$ cat src/rtl/tt_sweep_capture_pkg.sv
// Shared types and constants for the truth-table sweep/capture block.
package tt_pkg;

  localparam int unsigned N_IN_DEF = 7;
  localparam int unsigned MAX_LAT  = 4;

  typedef enum logic [1:0] {
    ST_IDLE  = 2'd0,
    ST_SWEEP = 2'd1,
    ST_DRAIN = 2'd2,
    ST_DONE  = 2'd3
  } tt_state_e;

  // Truth-table width for an n-input function.
  function automatic int unsigned tt_bits(input int unsigned n);
    return 32'(1) << n;
  endfunction

endpackage

$ cat src/rtl/tt_sweep_capture_if.sv
// Bus between the sweep/capture block and its controller and function-under-test.
interface tt_sweep_capture_if #(
  parameter int unsigned N_IN = tt_pkg::N_IN_DEF
) ();

  localparam int unsigned TT_BITS = tt_pkg::tt_bits(N_IN);

  logic                start;
  logic [TT_BITS-1:0]  expected;
  logic [N_IN-1:0]     x;
  logic                f_in;
  logic                busy;
  logic                done;
  logic [TT_BITS-1:0]  tt_out;
  logic                match;

  modport master (
    output start, expected, f_in,
    input  x, busy, done, tt_out, match
  );

  modport slave (
    input  start, expected, f_in,
    output x, busy, done, tt_out, match
  );

endinterface

$ cat src/rtl/tt_sweep_capture_delay_line.sv
// Valid+index pipeline that tracks which pattern the FUT output belongs to.
module tt_delay_line #(
  parameter int unsigned WIDTH = 7,
  parameter int unsigned DEPTH = 0
) (
  input  logic             clk,
  input  logic             rst,
  input  logic             in_valid,
  input  logic [WIDTH-1:0] in_idx,
  output logic             out_valid_c,
  output logic [WIDTH-1:0] out_idx_c
);

  if (DEPTH == 0) begin : g_pass
    logic unused_c;
    assign unused_c    = clk ^ rst;
    assign out_valid_c = in_valid;
    assign out_idx_c   = in_idx;
  end else begin : g_pipe
    logic [DEPTH-1:0] vld_q, vld_d;
    logic [WIDTH-1:0] idx_q [DEPTH];
    logic [WIDTH-1:0] idx_d [DEPTH];

    always_comb begin
      vld_d[0] = in_valid;
      idx_d[0] = in_idx;
      for (int i = 1; i < int'(DEPTH); i++) begin
        vld_d[i] = vld_q[i-1];
        idx_d[i] = idx_q[i-1];
      end
    end

    always_ff @(posedge clk) begin
      if (rst) begin
        vld_q <= '0;
        for (int i = 0; i < int'(DEPTH); i++) idx_q[i] <= '0;
      end else begin
        vld_q <= vld_d;
        idx_q <= idx_d;
      end
    end

    assign out_valid_c = vld_q[DEPTH-1];
    assign out_idx_c   = idx_q[DEPTH-1];
  end

endmodule

$ cat src/rtl/tt_sweep_capture.sv
// Sweeps all input patterns through a function-under-test and captures its truth table,
// then compares the table against a reference latched at start.
module tt_sweep_capture
  import tt_pkg::*;
#(
  parameter int unsigned N_IN = N_IN_DEF,
  parameter int unsigned LAT  = 0
) (
  input logic               clk,
  input logic               rst,
  tt_sweep_capture_if.slave bus
);

  localparam int unsigned TT_BITS  = tt_bits(N_IN);
  localparam int unsigned DL_DEPTH = (LAT > MAX_LAT) ? MAX_LAT : LAT;

  localparam logic [1:0] IDLE  = 2'(ST_IDLE);
  localparam logic [1:0] SWEEP = 2'(ST_SWEEP);
  localparam logic [1:0] DRAIN = 2'(ST_DRAIN);
  localparam logic [1:0] DONE  = 2'(ST_DONE);

  localparam logic [N_IN-1:0] IDX_LAST = '1;

  logic [1:0]         state_q, state_d;
  logic [N_IN-1:0]    x_q, x_d;
  logic               busy_q, busy_d;
  logic               done_q, done_d;
  logic [TT_BITS-1:0] tt_q, tt_d;
  logic               match_q, match_d;
  logic [TT_BITS-1:0] exp_q, exp_d;

  logic               issue_valid_c;
  logic               cap_valid_c;
  logic [N_IN-1:0]    cap_idx_c;
  logic               start_ok_c;
  logic               last_cap_c;

  assign issue_valid_c = (state_q == SWEEP);
  assign start_ok_c    = bus.start && ((state_q == IDLE) || (state_q == DONE));
  assign last_cap_c    = cap_valid_c && (cap_idx_c == IDX_LAST);

  // Index follows the FUT latency so each returning bit lands in its own slot.
  tt_delay_line #(
    .WIDTH (N_IN),
    .DEPTH (DL_DEPTH)
  ) u_delay_line (
    .clk         (clk),
    .rst         (rst),
    .in_valid    (issue_valid_c),
    .in_idx      (x_q),
    .out_valid_c (cap_valid_c),
    .out_idx_c   (cap_idx_c)
  );

  always_comb begin
    state_d = state_q;
    x_d     = x_q;
    busy_d  = busy_q;
    done_d  = 1'b0;
    tt_d    = tt_q;
    match_d = match_q;
    exp_d   = exp_q;

    if (cap_valid_c) tt_d[cap_idx_c] = bus.f_in;

    case (state_q)
      IDLE, DONE: begin
        if (start_ok_c) begin
          state_d = SWEEP;
          x_d     = '0;
          busy_d  = 1'b1;
          tt_d    = '0;
          match_d = 1'b0;
          exp_d   = bus.expected;
        end
      end
      SWEEP: begin
        if (x_q != IDX_LAST) x_d = x_q + N_IN'(1);
        // With no FUT latency the last capture coincides with the last issue.
        if (last_cap_c)            state_d = DONE;
        else if (x_q == IDX_LAST)  state_d = DRAIN;
      end
      DRAIN: begin
        if (last_cap_c) state_d = DONE;
      end
      default: state_d = IDLE;
    endcase

    if (last_cap_c) begin
      done_d  = 1'b1;
      busy_d  = 1'b0;
      match_d = (tt_d == exp_q);
    end
  end

  always_ff @(posedge clk) begin
    if (rst) begin
      state_q <= IDLE;
      x_q     <= '0;
      busy_q  <= 1'b0;
      done_q  <= 1'b0;
      tt_q    <= '0;
      match_q <= 1'b0;
      exp_q   <= '0;
    end else begin
      state_q <= state_d;
      x_q     <= x_d;
      busy_q  <= busy_d;
      done_q  <= done_d;
      tt_q    <= tt_d;
      match_q <= match_d;
      exp_q   <= exp_d;
    end
  end

  assign bus.x      = x_q;
  assign bus.busy   = busy_q;
  assign bus.done   = done_q;
  assign bus.tt_out = tt_q;
  assign bus.match  = match_q;

endmodule

$ cat src/flat_wrapper.sv
// flat-port wrapper written by rule: the top's interface ports become plain ports
module tt_sweep_capture_flat import tt_pkg::*;
#(
  parameter int unsigned N_IN = N_IN_DEF,
  parameter int unsigned LAT  = 0
)
  (clk, rst, bus_start, bus_expected, bus_f_in, bus_x, bus_busy, bus_done, bus_tt_out, bus_match);
  tt_sweep_capture_if #(.N_IN(N_IN)) bus_i ();
  input logic clk;
  input logic rst;
  input wire logic [$bits(bus_i.start)-1:0] bus_start;
  input wire logic [$bits(bus_i.expected)-1:0] bus_expected;
  input wire logic [$bits(bus_i.f_in)-1:0] bus_f_in;
  output wire logic [$bits(bus_i.x)-1:0] bus_x;
  output wire logic [$bits(bus_i.busy)-1:0] bus_busy;
  output wire logic [$bits(bus_i.done)-1:0] bus_done;
  output wire logic [$bits(bus_i.tt_out)-1:0] bus_tt_out;
  output wire logic [$bits(bus_i.match)-1:0] bus_match;
  assign bus_i.start = bus_start;
  assign bus_i.expected = bus_expected;
  assign bus_i.f_in = bus_f_in;
  assign bus_x = bus_i.x;
  assign bus_busy = bus_i.busy;
  assign bus_done = bus_i.done;
  assign bus_tt_out = bus_i.tt_out;
  assign bus_match = bus_i.match;
  tt_sweep_capture #(.N_IN(N_IN), .LAT(LAT)) u_core (.clk(clk), .rst(rst), .bus(bus_i));
endmodule
$ cat config.mk
export PLATFORM = sky130hd
export DESIGN_NAME = tt_sweep_capture_flat
export DESIGN_NICKNAME = d
export VERILOG_FILES = /design/src/rtl/tt_sweep_capture_pkg.sv /design/src/rtl/tt_sweep_capture_if.sv /design/src/rtl/tt_sweep_capture_delay_line.sv /design/src/rtl/tt_sweep_capture.sv /design/src/flat_wrapper.sv
export SDC_FILE = /design/constraint.sdc
export NUM_CORES = 1
export LEC_CHECK = 0
export ABC_CLOCK_PERIOD_IN_PS = 4370
export CAP_MARGIN = 0
export CORE_MARGIN = 2
export CORE_UTILIZATION = 54
export CTS_BUF_LIST = sky130_fd_sc_hd__clkbuf_4
export DETAILED_ROUTE_END_ITERATION = 7
export PLACE_DENSITY = 0.89
export SLEW_MARGIN = 20
export SYNTH_ARGS = -nofsm -noshare
export SYNTH_HDL_FRONTEND = slang
export SYNTH_SLANG_ARGS = --single-unit
export TNS_END_PERCENT = 20
$ cat constraint.sdc
create_clock -name clk -period 4.37 [get_ports clk]
set_clock_uncertainty 0.15 [all_clocks]
set_input_delay 0.874 -clock clk [delete_from_list [all_inputs] [get_ports clk]]
set_output_delay 0.874 -clock clk [all_outputs]
set_load 0.02 [all_outputs]
==> metrics.yaml, run 1 <==
die:
  start_util: 0.547
  die_width_um: 161
  io_pins: 270
  row_count: 57
  die_area_mm2: 0.0258
  core_mm2: 0.0242
  die-height_um: 161
global_routing:
  grt_pass1_vias: 13600
  grt_max_degree: 83
  grtUsageTotal: 0.365
  grt_pass1_wl_um: 73900
  grt_overflow_total: 0
  antenna_found_initial: 2
logic_synthesis:
  ys_seq_area_frac: 0.406
  ys_types: 74
  synth_area_leaders: "dfxtp_1 (41%), nand2_1 (10%), a21oi_1 (8.0%)"
  synth-seq-cells: 268
  yosysMostFrequentCell: "nand2_1"
  synth_ff_type: "dfxtp_1"
  synth_top_area_cell: "dfxtp_1"
  synthesis.nets: 1805
  synth_common_cells: "nand2_1 (356), dfxtp_1 (268), a21oi_1 (212)"
  yosys_warnings: 0
  synth_top_area_frac: 0.406
  synth_edf_count: 0
  syn_inst: 1670
  avgSynthCellArea_um2: 7.92
  synth_area_mm2: 0.0132
  async_reset_ff_frac: 0
detailed_routing:
  routedWlPerCell_um: 21.2
  drt_iter0_markers: 1858
  routed_wirelength_um: 49100
  firstDrtPassIters: 8
  drc: 23
  post_drt_via_cell_ratio: 6.17
  ant_nets: 0
  num_vias: 14300
clock_tree:
  clk_pin_slew_worst_paths_ns: 0.07
  cts_resized: 0
  cts_tree: "yes"
  cts_buffers: 72
  cts-htree-levels: 3
  clock_latency_ns: 0.71
  clkSinkCount: 268
  cts.path.max_buffers: 3
  clock_tree.root_cell: "clkbuf_4"
cells_and_area:
  drive_above_1_share: 0.107
  area_growth_pct: 30.6
  fillers: 1773
  final_area_mm2: 0.0173
  seq_area_mm2: 0.00537
  nNetsFinal: 2088
  multi_input_comb_area_mm2: 0.00735
placed_design:
  io_buffers: 269
  place_congestion: 0.963
  place_area_mm2: 0.0164
  dpl.hpwl_um: 34700
timing:
  tightest_slew_ns: 1.03
  finalSetupTns_ns: 0
  fin_crit_sh: 0.981
  setup_viol: 0
  relSlewSlack: 0.316
  clock.fmax_ghz: 0.233
  period_minus_slack_ns: 4.29
  maxSlewViolCount: 0
  rsz0062_at_grt: "no"
  hold_violations: 0
critical_path:
  reg2reg_from: "u_core.bus.x[2]"
  critPathMaxFanout: 12
  start_kind: "flop"
  arrival_ns: 4.73
  crit_path_end_kind: "flop"
  worst-setup-path-type: "flop to flop"
  startpoint: "u_core.bus.x[2]"
  required_ns: 4.82
pwr:
  vdd_drop_max_v: 0.000288
  p_per_area_mw_per_mm2: 422
  cellLeakagePower_nw: 6.58
outcome:
  status: "finished with violations"
  violations: "DRC"
job:
  max_cap_violations: 0
worst_hold_path:
  hold_class: "input port to flop"
  min-delay-start: "rst"
## worst paths after layout
path,endpoint,slack (ns),depth (start not counted)
min reg2reg,u_core.exp_q[83],0.32,2
max reg2reg,u_core.bus.match,0.08,10
min,u_core.bus.done,0.31,2
max,u_core.bus.match,0.08,10
## report_power, final
| part | switching (mW) | internal, mW | total (mW) |
|---|---|---|---|
| clock | 1.06 | 1.10 | 2.16 |
| sequential | 0.262 | 2.70 | 2.96 |
| combinational | 1.34 | 0.814 | 2.15 |
| total | 2.66 | 4.62 | 7.28 |
## what timing repair did
item,4_1_cts,5_1_grt
buffers inserted,0,2
endpoints found under the setup margin,0,1
endpoints found under the hold margin,0,0
hold buffers,0,0
## state kept, by name, summed over array words and instances (netlist names)
name               cells
u_core.bus.x           7
u_core.bus.busy        1
u_core.bus.done        1
u_core.state_q         2
u_core.exp_q         128
u_core.bus.match       1
u_core.bus.tt_out    128
## through the flow
step                utilization  std cells  hold WS (ns)  power [mW]  worst slack, ns
finish                    0.714       2320         0.311        7.28           0.0830
global route              0.714       2320         0.311        7.60           0.0264
CTS                       0.714       2317         0.278        7.22            0.127
detailed placement        0.678       2201         0.304        5.09            0.187
global placement          0.678       2201         0.297        5.01            0.240
floorplan                     -       1670         0.286        4.34            0.775
## per-layer routing
metal	track usage	part of all wire
met1	0.466	0.38
met2	0.569	0.44
met4	0.212	0.058
met3	0.0850	0.13
met5	0	0
## cells by family after synthesis
kind of cell | synth area share
mux | 0.0569
xor+xnor | 0.0457
simple gates | 0.267
compound gates | 0.178
fa+ha+maj | 0.00284
buf+inv | 0.0444
flops | 0.406
## cell usage in the layout (no fill, tap or decap), types with 11 or more instances in the layout
| master | synthesis | layout |
|---|---|---|
| xor2_1 | 29 | 29 |
| clkinv_1 | 0 | 11 |
| xnor2_1 | 40 | 40 |
| nand3_1 | 67 | 67 |
| mux2i_1 | 65 | 65 |
| clkdlybuf4s50_1 | 0 | 267 |
| nor2_1 | 117 | 117 |
| and2_1 | 11 | 11 |
| a21oi_1 | 212 | 212 |
| nor3_1 | 34 | 34 |
| dfxtp_1 | 268 | 268 |
| o21ai_0 | 66 | 66 |
| nand4_1 | 14 | 14 |
| a31oi_1 | 18 | 18 |
| buf_4 | 5 | 70 |
| clkbuf_4 | 0 | 99 |
| nor2b_1 | 14 | 14 |
| nand2_1 | 356 | 355 |
## worst max-delay path, cell delays in order (launching register included)
cell and delay, ns:
dfxtp_1 0.66, buf_4 0.29, nand4bb_1 0.52, o21ai_0 0.44
a21oi_1 0.14, xor2_1 0.15, nor4_1 0.41, o2111ai_1 0.17
or4_1 0.49, or4_1 0.63, o21ai_1 0.15
## area by class of cell
type                            instances  share of cell area
Tap cell                              324              0.0235
Antenna cell                            1            0.000145
Timing Repair Buffer                  341               0.190
Inverter                                5             0.00109
Clock buffer                           99              0.0430
Multi-Input combinational cell       1265               0.426
Sequential cell                       268               0.311
Clock inverter                         17             0.00630
(Power assumes the default switching activity.)
==> inputs of run 2 (changes only) <==
--- a/config.mk
+++ b/config.mk
@@ -5,13 +5,15 @@
 export SDC_FILE = /design/constraint.sdc
 export NUM_CORES = 1
 export LEC_CHECK = 0
+export ABC_AREA = 1
 export ABC_CLOCK_PERIOD_IN_PS = 4370
 export CAP_MARGIN = 0
 export CORE_MARGIN = 2
-export CORE_UTILIZATION = 54
+export CORE_UTILIZATION = 53
 export CTS_BUF_LIST = sky130_fd_sc_hd__clkbuf_4
+export CTS_CLUSTER_DIAMETER = 30
 export DETAILED_ROUTE_END_ITERATION = 7
-export PLACE_DENSITY = 0.89
+export PLACE_DENSITY = 0.88
 export SLEW_MARGIN = 20
 export SYNTH_ARGS = -nofsm -noshare
 export SYNTH_HDL_FRONTEND = slang
==> metrics.yaml, run 2 <==
cells_and_area:
  fin_util: 0.697
  final_cell_mix: "nand2_1 (348), nor2_1 (307), clkdlybuf4s50_1 (268), dfxtp_1 (268), nand3_1 (257)"
  drive_above_1_share: 0.0721
  final_common_cell: "nand2_1"
  area_growth_pct: 28.9
  nNetsFinal: 2345
timing:
  layout_setup_ws_ns: 0.926
  clock.fmax_ghz: 0.290
  rsz0062_at_grt: "no"
  hold_violations: 0
  maxSlewViolCount: 0
  setup_viol: 0
  relSlewSlack: 0.227
  period_minus_slack_ns: 3.44
  finalSetupTns_ns: 0
  fin_crit_sh: 0.788
  tightest_slew_ns: 1.16
  holdWs_ns: 0.319
clock_tree:
  cts.path.max_buffers: 3
  cts_buffers: 72
  cts_hold_buf: 0
  cts_tree: "yes"
  cts-htree-levels: 3
  clkSinkCount: 268
  clk_pin_slew_worst_paths_ns: 0.07
  clock_tree.root_cell: "clkbuf_4"
  post-cts-setup-buffer-count: 0
  clock_latency_ns: 0.69
  cts_resized: 0
die:
  die_area_mm2: 0.0261
  die-height_um: 162
  io_pins: 270
  core_mm2: 0.0243
  start_util: 0.541
  row_count: 57
  die_width_um: 162
critical_path:
  rr_worst_depth: 19
  rrSetupSlack_ns: 0.93
  start_kind: "flop"
  critPathMaxFanout: 17
  required_ns: 4.86
  reg2reg_from: "u_core.state_q[1]"
  r2r-end: "u_core.bus.match"
  worst-setup-path-type: "flop to flop"
  crit_path_end_kind: "flop"
  arrival_ns: 3.93
logic_synthesis:
  synth_area_mm2: 0.0132
  ys_types: 29
  yosys_warnings: 0
  synth-seq-cells: 268
  avgSynthCellArea_um2: 6.70
  synthesis.nets: 2098
  synth_top_area_cell: "dfxtp_1"
  ys_seq_area_frac: 0.408
  synth_ff_type: "dfxtp_1"
  synth_edf_count: 0
  synth_top_area_frac: 0.408
  async_reset_ff_frac: 0
  syn_inst: 1963
  yosysMostFrequentCell: "nand2_1"
  synth_common_cells: "nand2_1 (349), nor2_1 (307), dfxtp_1 (268)"
  synth_area_leaders: "dfxtp_1 (41%), nand2_1 (10%), nand3_1 (9.8%)"
global_routing:
  grt_pass1_vias: 14300
  grtUsageTotal: 0.360
  grt_max_degree: 128
  grt_pass1_wl_um: 74400
  grt_overflow_total: 0
  antenna_found_initial: 1
placed_design:
  place_congestion: 0.983
  pre_cts_slack_ns: 0.931
  io_buffers: 269
  dpl.hpwl_um: 33700
detailed_routing:
  ant_nets: 0
  num_vias: 15200
  routedWlPerCell_um: 18.7
  drc: 0
  routed_wirelength_um: 48400
  drt_iter0_markers: 1931
  post_drt_via_cell_ratio: 5.89
  firstDrtPassIters: 8
pwr:
  vdd_drop_max_v: 0.000302
  cellLeakagePower_nw: 6.82
  p_per_area_mw_per_mm2: 471
worst_hold_path:
  hold_class: "flop to flop"
  hold_path_end: "u_core.exp_q[49]"
  hold_depth: 2
  min-delay-start: "u_core.exp_q[49]"
job:
  max_cap_violations: 0
outcome:
  status: "complete, no violations"
run 2: changes by cell type after synthesis, sizes merged, moves of 29 or more:
cell / previous run / this run
nand4: 14 / 105
nor3: 34 / 5
nand3: 67 / 257
inv: 5 / 179
a21oi: 212 / 104
mux2i: 67 / 0
o21ai: 73 / 150
xnor2: 40 / 0
nor2: 117 / 315
o21bai: 1 / 74
run 2: per-stage QoR:
stage / std cells / power, mW / area, um^2
floorplan: 1963 / 4.81 / 13200
finish: 2585 / 7.98 / 17000
CTS: 2584 / 7.88 / 17000
global route: 2585 / 8.39 / 17000
detailed placement: 2460 / 5.59 / 16000
global placement: 2460 / 5.50 / 16000
run 2: area by class of cell:
class                           count  area, um^2
Antenna cell                        1        2.50
Inverter                          179         673
Tap cell                          324         405
Sequential cell                   268        5370
Clock inverter                     16         131
Fill cell                        1983        7360
Clock buffer                      108         811
Multi-Input combinational cell   1393        6600
Timing Repair Buffer              296        2970
run 2: kinds of logic (layout without fill, tap and decap cells):
| group | after synthesis | count (layout) | share of synthesized area |
|---|---|---|---|
| flip-flops | 268 | 268 | 0.408 |
| AND/OR/NAND/NOR | 1035 | 1035 | 0.343 |
| other | 0 | 1 | 0 |
| XOR/XNOR | 16 | 16 | 0.0106 |
| AO/OA/AOI/OAI | 339 | 339 | 0.145 |
| buffers and inverters | 302 | 599 | 0.0911 |
| adder cells (fa/ha/maj) | 3 | 3 | 0.00285 |
run 2: power by group:
part | internal, mW | total [mW] | switching [mW] | leakage (nW)
sequential | 2.85 | 3.14 | 0.285 | 2.19
combinational | 0.780 | 2.51 | 1.73 | 4.07
clock | 1.25 | 2.33 | 1.08 | 0.553
run 2: routing by layer:
layer,up-vias,share of wire,GRT usage
met4,3,0.079,0.265
met3,260,0.12,0.0768
li1,7030,-,-
met2,1134,0.43,0.558
met5,-,0.00039,0
met1,6802,0.37,0.443
run 2: critical path, cell delays in order, from the launching register on:
cell and delay [ns]:
dfxtp_1 0.33, inv_1 0.06, ha_1 0.32, nand2_1 0.24
nor2_2 0.80, buf_4 0.30, nand2_1 0.06, nand2_1 0.12
nand3_1 0.09, nand2_1 0.09, nand2_1 0.05, nor2_1 0.08
nand2_1 0.08, nor2_1 0.11, nand2_1 0.06, nor2_1 0.08
nand2_1 0.12, nor2_1 0.12, nand2_1 0.06, nand2_1 0.05
run 2: worst max path at each step:
stage / from / depth (start not counted) / slack [ns] / end
after floorplan: bus_start / 7 / 1.85 / u_core.exp_q[127]
after detailed placement: bus_start / 15 / 0.93 / u_core.bus.match
after CTS: u_core.state_q[1] / 19 / 1.05 / u_core.bus.match
final: u_core.state_q[1] / 19 / 0.93 / u_core.bus.match
after global routing: u_core.state_q[1] / 19 / 0.72 / u_core.bus.match
after global placement: bus_start / 15 / 0.97 / u_core.bus.match
